## src/rtl/block_padder.sv

```systemverilog
// Block padder: packs IW-bit message words into RATE-bit blocks and pads the tail (0x01 after the message, 0x80 in the last block byte).
// Latency: a word accepted at edge k is in `out` after edge k; out_ready rises after the edge that writes word N.
// Backpressure: buffer_full while a complete block awaits f_ack, or while padding / holding the final block.
// Ports: clk, reset_n (async, active-low); in, in_ready, is_last, byte_num carry message words;
//        buffer_full says an offered word is refused; out, out_ready, last_block present the block;
//        f_ack is the one-cycle pulse from the consumer that the block was taken.
module block_padder #(
  parameter int IW   = 64,
  parameter int RATE = 576
) (
  input  logic            clk,
  input  logic            reset_n,
  input  logic [IW-1:0]   in,
  input  logic            in_ready,
  input  logic            is_last,
  input  logic [3:0]      byte_num,
  output logic            buffer_full,
  output logic [RATE-1:0] out,
  output logic            out_ready,
  output logic            last_block,
  input  logic            f_ack
);

  localparam int         NB   = IW / 8;
  localparam logic [5:0] N    = 6'(RATE / IW);
  localparam logic [5:0] N_M1 = 6'(RATE / IW - 1);

  typedef enum logic [1:0] {
    ACCEPT = 2'd0,
    PAD    = 2'd1,
    DONE   = 2'd2
  } state_t;

  state_t        state, state_nxt;
  logic [5:0]    cnt;
  logic          full;
  logic          accept;
  logic          pad_shift;
  logic          shift;
  logic          ack_clr;
  logic [4:0]    bn_eff;
  logic [IW-1:0] last_w;
  logic [IW-1:0] w;

  assign full      = (cnt == N);
  assign accept    = in_ready & ~buffer_full & (state == ACCEPT);
  // Padding never runs into a full block; it waits for f_ack and resumes.
  assign pad_shift = (state == PAD) & ~full;
  assign shift     = accept | pad_shift;
  // f_ack only matters while a complete block is presented.
  assign ack_clr   = f_ack & full;

  // Final partial word: keep the top bn_eff bytes, then 0x01, then zeros.
  // When it is also the last word of the block the closing 0x80 bit lands here too.
  always_comb begin
    bn_eff = ({1'b0, byte_num} >= 5'(NB)) ? 5'd0 : {1'b0, byte_num};
    last_w = '0;
    for (int i = 0; i < NB; i++) begin
      if (5'(i) < bn_eff) begin
        last_w[IW-1-8*i -: 8] = in[IW-1-8*i -: 8];
      end else if (5'(i) == bn_eff) begin
        last_w[IW-1-8*i -: 8] = 8'h01;
      end
    end
    if (cnt == N_M1) begin
      last_w[7] = 1'b1;
    end
  end

  always_comb begin
    if (state == PAD) begin
      w = (cnt == N_M1) ? {{(IW-8){1'b0}}, 8'h80} : '0;
    end else if (is_last) begin
      w = last_w;
    end else begin
      w = in;
    end
  end

  // Datapath: shift register and word counter. `out` keeps its contents on f_ack.
  always_ff @(posedge clk or negedge reset_n) begin
    if (!reset_n) begin
      out <= '0;
      cnt <= '0;
    end else if (shift) begin
      out <= (out << IW) | RATE'(w);
      cnt <= cnt + 6'd1;
    end else if (ack_clr) begin
      cnt <= '0;
    end
  end

  // FSM state register
  always_ff @(posedge clk or negedge reset_n) begin
    if (!reset_n) begin
      state <= ACCEPT;
    end else begin
      state <= state_nxt;
    end
  end

  // FSM next state
  always_comb begin
    state_nxt = state;
    case (state)
      ACCEPT:  if (accept && is_last) state_nxt = (cnt == N_M1) ? DONE : PAD;
      PAD:     if (pad_shift && (cnt == N_M1)) state_nxt = DONE;
      DONE:    if (ack_clr) state_nxt = ACCEPT;
      default: state_nxt = ACCEPT;
    endcase
  end

  // FSM outputs, decoded from registers only
  always_comb begin
    out_ready   = full;
    buffer_full = full | (state != ACCEPT);
    last_block  = full & (state == DONE);
  end

endmodule

```

## config.mk

```make
export PLATFORM = sky130hd
export DESIGN_NAME = block_padder
export DESIGN_NICKNAME = d
export VERILOG_FILES = /design/src/rtl/block_padder.sv
export SDC_FILE = /design/constraint.sdc
export NUM_CORES = 1
export LEC_CHECK = 0
export BUFFER_PORTS_ARGS = -buffer_cell sky130_fd_sc_hd__clkbuf_2
export CORE_AREA = 2 2 252 254
export DETAILED_ROUTE_END_ITERATION = 10
export DIE_AREA = 0 0 254 256
export SKIP_CTS_REPAIR_TIMING = 1
export SLEW_MARGIN = 40
export SYNTH_ARGS = -nofsm -noshare
export SYNTH_HDL_FRONTEND = slang
export SYNTH_SLANG_ARGS = --single-unit
```

## constraint.sdc

```tcl
create_clock -name clk -period 2.25 [get_ports clk]
set_clock_uncertainty 0.05 [all_clocks]
set_input_delay 0.45 -clock clk [delete_from_list [all_inputs] [get_ports clk]]
set_output_delay 0.45 -clock clk [all_outputs]
set_load 0.02 [all_outputs]
```

Yosys cells after proc, flatten, opt, wreduce, memory -nomap -nowiden:

Cells that the tools add are included.

* flip-flop bits (word level): 584
* input bits: 73
* output and inout port bits: 579
* logic and storage cells: 72

* add/sub/neg operators: 1
* $lt $le $gt $ge: 9
* eq/ne operators: 14
* muxes and demuxes: 28
* bitwise logic cells: 10
* reductions and logical operators: 7

Operators by type and width (count)
* $or 576x64->576: 1
* $mux 64: 2
* $mux 8: 9
* $eq 3x4->1 const A: 4
* $lt 3x4->1 const A: 4
* $eq 6x4->1 const B: 2
* $mux 6: 2
* $mux 1: 9
* $eq 2x4->1 const A: 2
* $lt 1x4->1 const A: 2
* $lt 2x4->1 const A: 2
* $mux 2: 4
* $add 6x1->6 const B: 1
* $pmux 2 s3: 1
* $and 1x1->1: 5
* $logic_not 5->1: 1
* $eq 1x4->1 const A: 1
* $ge 4x4->1 const B: 1
* $mux 4: 1
* $ne 2x1->1 const B: 2
* $reduce_bool 2->1: 2
* $reduce_and 3->1: 1
* $eq 2x1->1 const B: 1
* $eq 2x2->1 const B: 1
* 5 further kinds: 8

Longest topological paths before layout:

* word-level depth: 9
* gate-level depth with buffers: 8
* mapped depth without buffers: 5

Least setup slack after synthesis:

Ideal clock, no wire load.

* path type: flip-flop to output port
* start: reg cnt[1]
* end: out last_block
* arrival: 1.398 ns
* data required time: 1.750 ns
* setup slack: 0.352 ns
* stages on the path, launching flop included: 6
* buffers on the path: 1
* path through: dfrtp_1 -> inv_1 -> ha_1 -> clkbuf_1 -> nand2_1 -> nor2_1

* cells in the longest elaborated chain, start to end: 2

RTL lines
* start, declared: RTL line 35 `logic [5:0] cnt;`
* start signal, assigned: RTL line 87 `cnt <= cnt + 6'd1;`
* $eq 6x4->1: RTL line 45 `assign full = (cnt == N);`
* $and 1x1->1: RTL line 117 `last_block = full & (state == DONE);`
* end, declared: RTL line 20 `output logic last_block,`

Every way passes these cells.

Worst setup path after layout:

* start: reg cnt[4]
* end: out buffer_full

* cells in the longest elaborated chain, start to end: 2

RTL lines
* $eq 6x4->1: RTL line 45
* $or 1x1->1: RTL line 116 `buffer_full = full | (state != ACCEPT);`
* end, declared: RTL line 17 `output logic buffer_full,`

Every way passes these cells.

==> impl_results.md <==
- Outcome: finished with violations
- Failing checks: negative setup slack
- H-tree Lvls: 3
- Hold_ws: 14.1 ps
- Worst VDD drop: 0.000601 V
- Vias in the first global route: around 18000
- CP peak stage delay: roughly 420 ps
- Clock root buffer: clkbuf_16
- Mean Syn Cell Area: 9.06 um2
- Worst Path Required: 1750 ps
- Period Utilization, post-route: 1.05
- WS Path Type: reg -> out
- Seq/Total Area, Yosys: 0.638
- Largest net degree at the start of global routing: 88
- Die Y: roughly 260 um
- Nets@finish: 3273
- WP data arrival: 1870 ps
- Layout cells sized above 1: 0.262
- Async set-or-reset flop fraction in the synthesized netlist: 1.00
- Final Critical Period: 2370 ps
- Crit-path leading delay family: simple AND/OR/NAND/NOR gates
- Overflow after GRT: 0
- # rows: 92
- Crit path capture type: output port
- Post-route ant nets: 0
- Max Cap Viol: 0
- Clock buffer depth: 3
- 1st-pass router iterations: 8
- Placed Cells: about 4000
- R2R cell count: 7
- Final setup viols: 3
- RePlAce Congestion: 0.882
- Worst hold path depth: 3
- WP buf/inv: 2
- Leak: 0.0175 uW
- CP max-delay cell: dfrtp_1
- First-pass GRT wire length: roughly 110 mm
- Finished Layout Cells: 4089
- WL final: 73.8 mm
- RSZ-0062 raised after global routing: yes
- CP Cell Sequence: nor4b_4, buf_4, a21oi_4, nand2b_1, buf_6
- Full die area: 65000 um2
- Clk sinks: 584
- Total Power: 35600 uW
- Initial Util: 0.367
- #FFs+latches synth: 584
- Vias per inst: 4.63
- Max-slew violations: 0
- Area Overhead vs Synth: 28.1%
- Inserted Clock Buffers: 66
- Syn nets: 2605
- Antenna Cells: 0
- CTS tree: done
- Crit-path max FO: 4
- Synth Flop Type: dfrtp_1
- Synth unique cells: 43
- Routed via count: 18900
- Port Buffers: 651
- Die W: 254 um
- CP Launch Type: register
- Clk slew on worst S/H paths: 60 ps
- Skew-Pair Late Insertion Delay: a little under 600 ps
- Post-synth EDFFs: 0
- Max Fclk: 422 MHz
- I/O Pins: approximately 650
- DR WL/cell: 18.0 um
- Post-Synthesis Cell Area: 22900 um2
- Fillcell total: 6112
- Hold Crit Class: in -> reg
- Final worst slack: -119 ps
- Max-slew headroom: 0.646
- Post-DP HPWL: 54.5 mm
- CORE AREA: 62400 um2
- Drt drc: 0
- Slew @ Worst Pin: approximately 530 ps
- Crit. path cell count: 5
- 1st-iter DRT viols: roughly 1500
- Final number of hold-violating endpoints: 0
- Cells after synthesis: 2529
- Pwr dens: 1210 nW/um2
- Gr usage total: 0.224
- Initial antenna violation count: 0
- Synth warn: 0
## worst register-to-register path: cells and delay by family, from the launching register on
| kind | cells | cell delay (ps) |
|---|---|---|
| compound gates | 1 | 220 |
| flops | 1 | 420 |
| buf+inv | 3 | 710 |
| simple gates | 3 | 610 |
## sequential cells by signal (all words and copies together) (netlist names)
| register | cells |
|---|---|
| out | 576 |
| cnt | 6 |
| state | 2 |
## layout by cell type, fill, tap and decap left out, types with 3 or more instances in the layout
cell / netlist / layout
a21o_1: 3 / 3
a21oi_1: 11 / 10
a32oi_1: 4 / 4
buf_12: 0 / 25
buf_4: 49 / 61
buf_6: 49 / 3
bufinv_16: 0 / 5
clkbuf_1: 15 / 15
clkbuf_16: 0 / 68
clkbuf_2: 0 / 647
clkbuf_8: 0 / 13
clkinv_2: 0 / 7
dfrtp_1: 584 / 583
inv_1: 7 / 6
inv_6: 0 / 3
nand2_1: 1625 / 1624
nand2b_1: 4 / 4
nand3_1: 36 / 36
nor2_1: 9 / 6
o21ai_0: 71 / 71
## area by class of cell
| class | count | area (um2) | share of cell area |
|---|---|---|---|
| clock buffer | 96 | 1940 | 0.0660 |
| clock inverter | 18 | 255 | 0.00870 |
| inverter | 7 | 26.3 | 0.000895 |
| multi-input combinational | 1799 | 7190 | 0.245 |
| sequential | 584 | 14600 | 0.498 |
| tap | 846 | 1060 | 0.0361 |
| timing repair buffer | 739 | 4270 | 0.145 |
## stage by stage
stage / instance area, um2 / utilization / setup WS (ps) / TNS (ps)
after global routing: 29300 / 0.470 / -196 / -438
after global placement: 27000 / 0.433 / 234 / 0
final: 29300 / 0.470 / -119 / -169
after detailed placement: 27000 / 0.433 / 163 / 0
after floorplan: 22900 / - / 352 / 0
after CTS: 29200 / 0.468 / -403 / -1080
## layer usage
| layer | routed length (um) | track usage | vias up |
|---|---|---|---|
| met5 | 0 | 0 | - |
| met1 | 33400 | 0.318 | 9038 |
| met4 | 2970 | 0.0926 | 0 |
| li1 | - | - | 9140 |
| met3 | 3470 | 0.0306 | 152 |
| met2 | 34000 | 0.344 | 590 |
## where the power goes
group          total (uW)  internal, uW  switching (uW)
sequential          14200         12400            1840
combinational       10500          2990            7550
clock               10900          6570            4310
## cell usage after synthesis (2+ instances only)
library cell  instances  area, um2
nand2_1            1625       6100
dfrtp_1             584      14600
o21ai_0              71        355
buf_4                49        368
buf_6                49        552
nand3_1              36        180
buf_2                22        110
clkbuf_1             15       56.3
a21oi_1              11       55.1
nor2_1                9       33.8
inv_1                 7       26.3
a32oi_1               4       35.0
nand2b_1              4       25.0
a21o_1                3       22.5
ha_1                  3       37.5
a211oi_1              2       15.0
buf_1                 2       7.51
buf_8                 2       30.0
nand3b_1              2       15.0
nand4_1               2       12.5
nand4b_1              2       17.5
o21a_1                2       15.0
o21ai_1               2       10.0
xnor2_1               2       17.5
## worst paths after layout
check	startpoint	end	slack [ps]
max in group asynchronous	reset_n	out[14]	950
min in group asynchronous	reset_n	out[123]	340
max	cnt[4]	buffer_full	-120
max reg2reg	cnt[4]	out[568]	190
min	in[19]	out[19]	10
min reg2reg	out[559]	out[559]	420
## kinds of logic after synthesis
group,share of synthesized area
simple gates,0.282
xor+xnor,0.00115
buf+inv,0.0502
flops,0.638
compound gates,0.0270
fa+ha+maj,0.00164
Note: power is estimated with default switching activity, not from simulation.
